## src/rtl/mul_div_unit.sv

```systemverilog
// mul_div_unit -- iterative RV32M multiply/divide unit.
//
// Purpose:
//   Runs one RV32M operation at a time. Multiplication is a 32-step
//   shift-add on sign-adjusted magnitudes. Division is restoring division
//   that produces one quotient bit per step. The result and the destination
//   register index are presented together with a one-cycle done pulse.
//
// Ports:
//   clk       in   rising-edge clock
//   rst_n     in   asynchronous active-low reset
//   start     in   operation request, sampled only in IDLE
//   funct3    in   0 MUL,1 MULH,2 MULHSU,3 MULHU,4 DIV,5 DIVU,6 REM,7 REMU
//   dataA     in   rs1 operand
//   dataB     in   rs2 operand
//   addD      in   destination register index
//   busy      out  high while iterating (CALC)
//   done      out  one-cycle pulse, result/addD_out valid
//   result    out  write-back value, held until the next done
//   addD_out  out  addD captured at start, held until the next done
//
// Build option:
//   MULDIV_EARLY_OUT_EN -- when defined, divide-by-zero and signed-overflow
//   operations go straight from IDLE to DONE without iterating.

module mul_div_unit #(
  parameter int XLEN = 32
) (
  input  logic            clk,
  input  logic            rst_n,
  input  logic            start,
  input  logic [2:0]      funct3,
  input  logic [XLEN-1:0] dataA,
  input  logic [XLEN-1:0] dataB,
  input  logic [4:0]      addD,
  output logic            busy,
  output logic            done,
  output logic [XLEN-1:0] result,
  output logic [4:0]      addD_out
);

  localparam logic [1:0] ST_IDLE = 2'd0;
  localparam logic [1:0] ST_CALC = 2'd1;
  localparam logic [1:0] ST_DONE = 2'd2;

  localparam logic [2:0] OP_MUL    = 3'd0;
  localparam logic [2:0] OP_MULH   = 3'd1;
  localparam logic [2:0] OP_MULHSU = 3'd2;
  localparam logic [2:0] OP_MULHU  = 3'd3;
  localparam logic [2:0] OP_DIV    = 3'd4;
  localparam logic [2:0] OP_DIVU   = 3'd5;
  localparam logic [2:0] OP_REM    = 3'd6;
  localparam logic [2:0] OP_REMU   = 3'd7;

  localparam logic [5:0]      LAST_ITER = 6'(XLEN - 1);
  localparam logic [XLEN-1:0] INT_MIN   = {1'b1, {(XLEN-1){1'b0}}};

  logic [1:0]        state_reg;
  logic [5:0]        cnt_reg;
  logic [2:0]        op_reg;
  logic [XLEN-1:0]   a_reg;
  logic [XLEN-1:0]   b_reg;
  logic [4:0]        rd_reg;
  logic              sa_reg;
  logic              sb_reg;

  logic [2*XLEN-1:0] prod_reg;
  logic [2*XLEN-1:0] mcand_reg;
  logic [XLEN-1:0]   mplier_reg;
  logic [XLEN-1:0]   rem_reg;
  logic [XLEN-1:0]   quo_reg;
  logic [XLEN-1:0]   dvsr_reg;

  logic [XLEN-1:0]   result_reg;
  logic [4:0]        addD_out_reg;

  // Operand signedness of the incoming request.
  logic            a_sgn_in;
  logic            b_sgn_in;
  logic [XLEN-1:0] mag_a_in;
  logic [XLEN-1:0] mag_b_in;

  assign a_sgn_in = (funct3 == OP_MULH) || (funct3 == OP_MULHSU) ||
                    (funct3 == OP_DIV)  || (funct3 == OP_REM);
  assign b_sgn_in = (funct3 == OP_MULH) || (funct3 == OP_DIV) ||
                    (funct3 == OP_REM);
  assign mag_a_in = (a_sgn_in && dataA[XLEN-1]) ? (~dataA + 1'b1) : dataA;
  assign mag_b_in = (b_sgn_in && dataB[XLEN-1]) ? (~dataB + 1'b1) : dataB;

  // One iteration of each datapath, computed combinationally so the final
  // step can feed the result register on the same edge that enters DONE.
  logic [2*XLEN-1:0] prod_next;
  logic [XLEN:0]     rem_shift;
  logic              rem_ge;
  logic [XLEN-1:0]   rem_diff;
  logic [XLEN-1:0]   rem_next;
  logic [XLEN-1:0]   quo_next;

  assign prod_next = mplier_reg[0] ? (prod_reg + mcand_reg) : prod_reg;
  assign rem_shift = {rem_reg, quo_reg[XLEN-1]};
  assign rem_ge    = (rem_shift >= {1'b0, dvsr_reg});
  // When rem_ge holds the true difference is below dvsr_reg, so the low
  // XLEN bits of the wrapped subtraction are exact.
  assign rem_diff  = rem_shift[XLEN-1:0] - dvsr_reg;
  assign rem_next  = rem_ge ? rem_diff : rem_shift[XLEN-1:0];
  assign quo_next  = {quo_reg[XLEN-2:0], rem_ge};

  // Final write-back value. Divide-by-zero and signed overflow are forced
  // explicitly so the result does not depend on the iteration having run.
  function automatic logic [XLEN-1:0] final_result(
    input logic [2:0]        op,
    input logic [XLEN-1:0]   a,
    input logic [XLEN-1:0]   b,
    input logic              sa,
    input logic              sb,
    input logic [2*XLEN-1:0] prod,
    input logic [XLEN-1:0]   quo,
    input logic [XLEN-1:0]   rem
  );
    logic [2*XLEN-1:0] prod_s;
    logic [XLEN-1:0]   quo_s;
    logic [XLEN-1:0]   rem_s;
    logic              div0;
    logic              ovf;
    prod_s = (sa ^ sb) ? (~prod + 1'b1) : prod;
    quo_s  = (sa ^ sb) ? (~quo + 1'b1) : quo;
    rem_s  = sa ? (~rem + 1'b1) : rem;
    div0   = (b == '0);
    ovf    = ((op == OP_DIV) || (op == OP_REM)) && (a == INT_MIN) && (b == '1);
    case (op)
      OP_MUL:                     final_result = prod_s[XLEN-1:0];
      OP_MULH, OP_MULHSU,
      OP_MULHU:                   final_result = prod_s[2*XLEN-1:XLEN];
      OP_DIV, OP_DIVU:            final_result = div0 ? '1 : (ovf ? INT_MIN : quo_s);
      default:                    final_result = div0 ? a : (ovf ? '0 : rem_s);
    endcase
  endfunction

`ifdef MULDIV_EARLY_OUT_EN
  logic special_in;
  assign special_in = funct3[2] &&
                      ((dataB == '0) ||
                       (((funct3 == OP_DIV) || (funct3 == OP_REM)) &&
                        (dataA == INT_MIN) && (dataB == '1)));
`endif

  always_ff @(posedge clk or negedge rst_n) begin
    if (!rst_n) begin
      state_reg    <= ST_IDLE;
      cnt_reg      <= '0;
      op_reg       <= '0;
      a_reg        <= '0;
      b_reg        <= '0;
      rd_reg       <= '0;
      sa_reg       <= 1'b0;
      sb_reg       <= 1'b0;
      prod_reg     <= '0;
      mcand_reg    <= '0;
      mplier_reg   <= '0;
      rem_reg      <= '0;
      quo_reg      <= '0;
      dvsr_reg     <= '0;
      result_reg   <= '0;
      addD_out_reg <= '0;
    end else begin
      case (state_reg)
        ST_IDLE: begin
          if (start) begin
            op_reg     <= funct3;
            a_reg      <= dataA;
            b_reg      <= dataB;
            rd_reg     <= addD;
            sa_reg     <= a_sgn_in && dataA[XLEN-1];
            sb_reg     <= b_sgn_in && dataB[XLEN-1];
            cnt_reg    <= '0;
            prod_reg   <= '0;
            mcand_reg  <= {{XLEN{1'b0}}, mag_a_in};
            mplier_reg <= mag_b_in;
            rem_reg    <= '0;
            quo_reg    <= mag_a_in;
            dvsr_reg   <= mag_b_in;
`ifdef MULDIV_EARLY_OUT_EN
            if (special_in) begin
              state_reg    <= ST_DONE;
              result_reg   <= final_result(funct3, dataA, dataB, 1'b0, 1'b0,
                                           '0, '0, '0);
              addD_out_reg <= addD;
            end else begin
              state_reg <= ST_CALC;
            end
`else
            state_reg <= ST_CALC;
`endif
          end
        end
        ST_CALC: begin
          prod_reg   <= prod_next;
          mcand_reg  <= {mcand_reg[2*XLEN-2:0], 1'b0};
          mplier_reg <= {1'b0, mplier_reg[XLEN-1:1]};
          rem_reg    <= rem_next;
          quo_reg    <= quo_next;
          cnt_reg    <= cnt_reg + 6'd1;
          if (cnt_reg == LAST_ITER) begin
            state_reg    <= ST_DONE;
            result_reg   <= final_result(op_reg, a_reg, b_reg, sa_reg, sb_reg,
                                         prod_next, quo_next, rem_next);
            addD_out_reg <= rd_reg;
          end
        end
        default: begin
          state_reg <= ST_IDLE;
        end
      endcase
    end
  end

  assign busy     = (state_reg == ST_CALC);
  assign done     = (state_reg == ST_DONE);
  assign result   = result_reg;
  assign addD_out = addD_out_reg;

endmodule

```

## config.mk

```make
export PLATFORM = sky130hd
export DESIGN_NAME = mul_div_unit
export DESIGN_NICKNAME = d
export VERILOG_FILES = /design/src/rtl/mul_div_unit.sv
export SDC_FILE = /design/constraint.sdc
export NUM_CORES = 1
export LEC_CHECK = 0
export CAP_MARGIN = 20
export CORE_MARGIN = 2
export CORE_UTILIZATION = 40
export DETAILED_ROUTE_END_ITERATION = 10
export HOLD_SLACK_MARGIN = 0.1
export PLACE_DENSITY = 0.54
export SYNTH_ARGS = -nofsm -noshare
export SYNTH_HDL_FRONTEND = slang
export SYNTH_SLANG_ARGS = --single-unit
```

## constraint.sdc

```tcl
create_clock -name clk -period 14.25 [get_ports clk]
set_input_delay 3.5625 -clock clk [delete_from_list [all_inputs] [get_ports clk]]
set_output_delay 3.5625 -clock clk [all_outputs]
set_load 0.05 [all_outputs]
```

==> results by group, run 1 <==
Pwr
  – Comb power frac: 63.8%
  – NetSw: 5.22 mW
  – Net Sw Frac: 54.1%
  – Int Pwr: 4.44 mW
  – VDD IR max: 0.222 mV
  – Total power divided by cell area: 298 nW/um2
  – Clock network fraction of design power: 13.6%
  – Pwr Total: 9.66 mW
  – Static leakage power: 13.3 nW
  – Reg power frac: 22.6%

Die
  – Die Height: 273 um
  – IO Count: 114
  – Core area: 71,600 um2
  – Starting density of the core: 40.5%
  – Die X: 273 um
  – # rows: 98
  – DIE AREA: 74,600 um2

Timing
  – Final Cycle Share: 48.7%
  – Rel. slew slack: 21.7%
  – Period minus WS final: 6.94 ns
  – Max frequency: 0.144 GHz
  – RSZ-0062 raised after global routing: false
  – Final hold vios: 0
  – Measured slew at the worst slew-check pin: 1.17 ns
  – Final setup fails: 0
  – Final max-slew violation count: 0
  – Final TNS setup: 0 ns
  – Worst Clk Skew: 0.0384 ns
  – Worst hold slack: 0.470 ns

Route
  – Pre-Repair DR Iteration Count: 8
  – DR vias/cell: 6.43
  – Total Wirelength: 121 mm
  – Antenna Nets Post-Route: 0
  – DR iter-0 viols: 2,885
  – DR DRC count: 0
  – Drt wl/cell: 26.8 um
  – Vias: 29,165

Global routing
  – Gr ovfl total: 0
  – All-Layer GR Usage: 31.9%
  – Vias in the first global route: 27,448
  – First-pass GRT wire length: 181 mm
  – Initial antenna violation count: 3
  – Pin count of the biggest net entering global routing: 161

Worst setup path
  – RR Startpoint: rem_reg[5]$_DFFE_PN0P_
  – Crit-path max FO: 78
  – Crit path to: busy
  – Reg2Reg Capture Point: result[24]$_DFFE_PN0P_
  – Setup crit start: state_reg[0]$_DFFE_PN0P_
  – WS Path Type: flop to output port
  – Worst setup EP type: output port
  – CP startpoint kind: flop
  – WP data required: 10.69 ns
  – WP data arrival: 3.38 ns
  – R2R depth: 21
  – Slack of the worst reg-to-reg path: 7.71 ns

Clock tree
  – CTS tree: built
  – Clock-pin slew on the worst setup and hold paths: 0.06 ns
  – CTS Hold Bufs: 0
  – CTS buffer count: 49
  – Clock tree buffer depth: 3
  – CTS resizes: 0
  – Root Driver: clkbuf_16
  – Clk Latency, worst-skew pair: 0.64 ns
  – H-Tree Depth: 2
  – Clock sinks: 374
  – Post-CTS Setup Bufs: 0

Logic synthesis
  – Post-synth EDFFs: 0
  – Sequential share of the synthesized area: 32.3%
  – #FFs+latches synth: 374
  – Async SR Flop Fraction: 100%
  – Post-Syn Instances: 3,571
  – Synth warn: 0
  – Simple-gate portion of the synthesized area: 22.1%
  – Net Count, Synth: 3,749
  – Top cell type's share of synthesized area: 32.3%
  – Adder-cell area share of the yosys netlist: 4.50%
  – Cell variety after synth: 112
  – Largest family of logic cells by synthesized area: compound AO/OA/AOI/OAI gates
  – Post-synthesis compound-gate area fraction: 29.1%
  – Mapped cell area: 29,000 um2
  – Post-Synth XOR/XNOR Area: 5.44%
  – Mean Syn Cell Area: 8.11 um2
  – Area leader, netlist: dfrtp_1
  – Post-synthesis mux area share: 2.20%
  – Top cells by area, synth: dfrtp_1, nand2_1, o21ai_0
  – Ys flop type: dfrtp_1
  – Commonest cells post-synth: nand2_1, dfrtp_1, o21ai_0, nor2_1, a21oi_1
  – Count leader, synth: nand2_1

Place
  – Post-DP HPWL: 92.5 mm
  – Buffers added on ports: 113
  – GPL Wtd Cong: 0.961

Hold path
  – Hold WC Path Type: flop to flop

Finish
  – Share of cells above drive strength 1: 6.17%
  – Final nets: 3,725
  – Final Core Density: 45.3%
  – Area delta synth->final: 11.9%

Flow run
  – MaxCap Viol Count: 0

Outcome
  – Run status: finished, final reports clean
-- worst min-delay path by stage --
stage                               start                       to  slack (ns)  cells after the start
finish              rd_reg[2]$_DFFE_PN0P_  addD_out[2]$_DFFE_PN0P_        0.47                      2
floorplan           rd_reg[0]$_DFFE_PN0P_  addD_out[0]$_DFFE_PN0P_        0.44                      2
CTS                 rd_reg[0]$_DFFE_PN0P_  addD_out[0]$_DFFE_PN0P_        0.48                      2
detailed placement  rd_reg[0]$_DFFE_PN0P_  addD_out[0]$_DFFE_PN0P_        0.46                      2
global route        rd_reg[0]$_DFFE_PN0P_  addD_out[0]$_DFFE_PN0P_        0.49                      2
global placement    rd_reg[3]$_DFFE_PN0P_  addD_out[3]$_DFFE_PN0P_        0.46                      2
-- power groups by stage --
stage	Clock, mW	Combinational (mW)	Sequential (mW)
after floorplan	0	4.16	1.98
after global routing	1.38	6.64	2.22
after CTS	1.34	6.05	2.15
final	1.32	6.16	2.18
after global placement	0	5.96	2.16
after detailed placement	0	6.02	2.17
-- cell usage in the layout, fill, tap and decap left out, types with 27 or more instances in the layout --
cell type	synthesis	layout
xnor2_1	101	100
nand3_1	52	52
buf_4	9	39
nor3_1	75	75
o31ai_1	35	35
a211oi_1	28	28
or3_1	38	38
o21ai_0	304	304
nand2b_1	36	34
dfrtp_1	374	373
a221oi_1	32	32
nand2_1	545	544
a21oi_1	251	251
mux2i_1	48	48
o211ai_1	29	29
nand4_1	58	58
xor2_1	79	78
nor2b_1	28	27
inv_1	77	76
ha_1	101	101
nor4_1	63	62
a22o_1	59	59
clkdlybuf4s50_1	0	112
clkbuf_16	0	49
a221o_1	86	86
and2_1	32	32
a21o_1	63	63
a31oi_1	58	58
nor2_1	255	254
-- metrics by stage --
stage	instances	setup WS, ns	cell area, um2
finish	4535	7.31	32400
detailed placement	4444	7.07	30700
CTS	4531	7.32	32400
floorplan	3571	8.24	29000
global route	4535	7.23	32400
global placement	4443	7.11	30700
-- critical path: stages, from the launching register on --
cell and delay [ns]:
dfrtp_1 0.75, nand2b_2 0.16, inv_4 0.73, clkdlybuf4s50_1 0.97
-- metal layers --
metal | share of wire (%) | track usage [%] | wire (um)
met5 | 0.011 | 0 | 13
met4 | 5.7 | 16.3 | 6880
met3 | 5.4 | 3.15 | 6560
met2 | 47 | 52.6 | 56800
met1 | 42 | 41.6 | 51200
-- cell families (layout without fill, tap and decap cells) --
logic type,Yosys count,in the layout
AOI/OAI and AO/OA,1219,1219
DFF,374,374
muxes,62,62
buffers and inverters,310,322
other,0,2
adders and majority gates,103,103
xor gates and xnor gates,180,180
and+or+nand+nor,1323,1323
-- final cells by class --
type,instances,area [um2]
timing repair buffer,155,1470
multi-input combinational,2887,18400
sequential,374,9360
clock inverter,23,349
clock buffer,64,1330
fill,7127,39200
antenna,2,5.00
tap,950,1190
inverter,80,303
(Power assumes the default switching activity.)
==> run 2: changes to the inputs <==
==> constraint.sdc (replaced) <==
create_clock -name clk -period 6.4 [get_ports clk]
set_input_delay 1.6 -clock clk [delete_from_list [all_inputs] [get_ports clk]]
set_output_delay 1.6 -clock clk [all_outputs]
set_load 0.05 [all_outputs]
==> run 2 against run 1 <==
Worst setup slack got worse by 6.8 ns. Largest cell class unchanged. Sequential cell count unchanged. Sequential share of layout area about the same. Total power rose by 120%. Critical path type is now flop to flop. Hold slack worse by 0.0029 ns. Wire length increased by 0.65%. Clock skew decreased by 0.0023 ns. Register-to-register slack got worse by 7.2 ns. Cell area barely moved. Combinational power grew 120%.
==> results by group, run 2 (synthesis gave the netlist of run 1 again) <==
Flow run
  – MaxCap Viol Count: 0 (unchanged)

Clock tree
  – Clock tree buffer depth: 3 (unchanged)
  – H-Tree Depth: 2 (unchanged)
  – CTS Hold Bufs: 0 (unchanged)
  – CTS tree: built
  – Post-CTS Setup Bufs: 0 (unchanged)
  – Clock-pin slew on the worst setup and hold paths: 0.07 ns (about the same)
  – CTS buffer count: 47 (-4.1%)
  – Clock sinks: 374 (unchanged)
  – Root Driver: clkbuf_16
  – Clk Latency, worst-skew pair: 0.64 ns (about the same)

Timing
  – Worst Clk Skew: 0.0361 ns (-0.00229 ns)
  – Worst setup margin: 0.492 ns (-6.82 ns)
  – Rel. slew slack: 19.6% (-2.1 points)
  – Period minus WS final: 5.91 ns
  – Max frequency: 0.169 GHz
  – Measured slew at the worst slew-check pin: 1.18 ns (+0.00347 ns)
  – Final hold vios: 0 (unchanged)
  – Final Cycle Share: 92.3%
  – Final max-slew violation count: 0 (unchanged)
  – Final setup fails: 0 (unchanged)

Worst setup path
  – Setup crit start: rem_reg[5]$_DFFE_PN0P_
  – Worst path slowest cell: or4_1
  – Reg2Reg Capture Point: result[24]$_DFFE_PN0P_
  – R2R depth: 20 (-4.8%)
  – WP data required: 6.97 ns (-3.72 ns)
  – Worst setup EP type: flop
  – CP startpoint kind: flop
  – Crit path cell chain: ha_1, a21oi_1, o21ai_1, a211oi_4, a311oi_4, or2_2, inv_2, mux2i_1, ha_1, nand2_1, or2_2, or4_1, nor4_1, a41oi_1, nor2_1, nand4_1, o21ai_0, xnor2_1, o21ai_0, o221a_2
  – Crit-path max FO: 11 (-86%)
  – WP data arrival: 6.48 ns (+3.10 ns)
  – Slowest stage delay, CP: 0.49 ns (-0.48 ns)
  – WS Path Type: flop to flop
  – RR Startpoint: rem_reg[5]$_DFFE_PN0P_
  – Crit path to: result[24]$_DFFE_PN0P_
  – Slack of the worst reg-to-reg path: 0.49 ns (-7.22 ns)

Finish
  – # diodes: 0 (-2)
  – Most frequent cells in the layout: nand2_1, dfrtp_1, o21ai_0
  – Final nets: 3,737 (+0.32%)
  – Share of cells above drive strength 1: 6.46% (+0.29 points)
  – Area delta synth->final: 12.0% (about the same)
  – Final Non-Filler Cells: 4,541 (+0.13%)
  – Commonest non-fill, non-tap cell in the layout: nand2_1

Die
  – Core area: 71,600 um2 (unchanged)
  – Die X: 273 um (unchanged)
  – Die Height: 273 um (unchanged)
  – Starting density of the core: 40.5% (unchanged)
  – DIE AREA: 74,600 um2 (unchanged)
  – # rows: 98 (unchanged)
  – IO Count: 114 (unchanged)

Place
  – Dpl ws: 0.465 ns (-6.61 ns)
  – Post-DP HPWL: 93.8 mm (+1.4%)
  – Buffers added on ports: 113 (unchanged)
  – Post-Place Cells: 4,459 (+0.34%)
  – GPL Wtd Cong: 0.956 (-0.52%)

Pwr
  – VDD IR max: 0.315 mV (+42%)
  – Static leakage power: 13.3 nW (+0.29%)
  – Total power divided by cell area: 658 nW/um2 (+120%)
  – Pwr Total: 21.4 mW (+120%)

Route
  – Drt wl/cell: 26.9 um (+0.52%)
  – DR vias/cell: 6.43 (about the same)
  – Vias: 29,207 (+0.14%)
  – DR DRC count: 0 (unchanged)
  – DR iter-0 viols: 3,038 (+5.3%)
  – Pre-Repair DR Iteration Count: 5 (-3)
  – Antenna Nets Post-Route: 0 (unchanged)
  – Total Wirelength: 122 mm (+0.65%)

Global routing
  – All-Layer GR Usage: 32.2% (+0.30 points)
  – Vias in the first global route: 28,199 (+2.7%)
  – Pin count of the biggest net entering global routing: 123 (-24%)
  – Initial antenna violation count: 2 (-1)
  – Gr ovfl total: 0 (unchanged)
  – First-pass GRT wire length: 183 mm (+0.84%)

Outcome
  – Run status: finished, final reports clean

Hold path
  – Hold WC Path Type: flop to flop
## run 2: cell types whose count changed in the layout (fill, tap and decap cells not counted), moves of 2 or more
cell / change
diode_2: -2
bufinv_16: -2
buf_12: +3
clkbuf_8: +2
clkbuf_1: -3
clkbuf_16: -2
buf_4: +12
## run 2: worst min path at each step
| stage | start | end | slack (ns) | depth (start not counted) |
|---|---|---|---|---|
| floorplan | rd_reg[0]$_DFFE_PN0P_ | addD_out[0]$_DFFE_PN0P_ | 0.44 | 2 |
| global placement | rd_reg[0]$_DFFE_PN0P_ | addD_out[0]$_DFFE_PN0P_ | 0.46 | 2 |
| detailed placement | rd_reg[0]$_DFFE_PN0P_ | addD_out[0]$_DFFE_PN0P_ | 0.45 | 2 |
| CTS | rd_reg[0]$_DFFE_PN0P_ | addD_out[0]$_DFFE_PN0P_ | 0.47 | 2 |
| global route | dvsr_reg[17]$_DFFE_PN0P_ | dvsr_reg[17]$_DFFE_PN0P_ | 0.50 | 1 |
| finish | rd_reg[0]$_DFFE_PN0P_ | addD_out[0]$_DFFE_PN0P_ | 0.47 | 2 |
## run 2: routing by layer
metal  wire, um  share of wire, %  track usage (%)  up-vias
li1           -                 -                -    13336
met1      51300                42             41.6    14502
met2      57100                47             53.5     1106
met3       6410               5.2             3.05      261
met4       7330               6.0             16.7        2
met5          9            0.0074                0        -
## run 2: through the flow
stage	instance area [um2]	hold WS, ns	TNS, ns	utilization, %
after floorplan	29000	0.439	0	-
after global placement	30900	0.456	0	43.1
after detailed placement	30900	0.452	0	43.1
after CTS	32400	0.467	0	45.3
after global routing	32400	0.500	-0.00672	45.3
final	32400	0.467	0	45.3
## run 2: report_power, final
part | switching, mW | leakage [nW] | internal, mW
Combinational | 9.05 | 7.82 | 4.78
Sequential | 1.32 | 4.76 | 3.42
Clock | 1.19 | 0.769 | 1.60
## run 2: cell type report
cell class / count / area, um2
Sequential cell: 374 / 9360
Multi-Input combinational cell: 2887 / 18400
Clock inverter: 20 / 272
Clock buffer: 61 / 1300
Inverter: 80 / 303
Tap cell: 950 / 1190
Fill cell: 7267 / 39200
Timing Repair Buffer: 169 / 1600
## run 2: critical path: cells and delay by family, from the launching register on
family / cells / cell delay [ns]
AND/OR/NAND/NOR: 7 / 2.12
adder cells (fa/ha/maj): 2 / 0.69
flip-flops: 1 / 0.45
multiplexers: 1 / 0.27
XOR/XNOR: 1 / 0.11
buffers and inverters: 1 / 0.11
AO/OA/AOI/OAI: 8 / 2.08
## run 2: what timing repair did
item	in CTS	in global routing
setup endpoints to repair	0	4
resized for setup	0	1
hold endpoints to repair	0	0
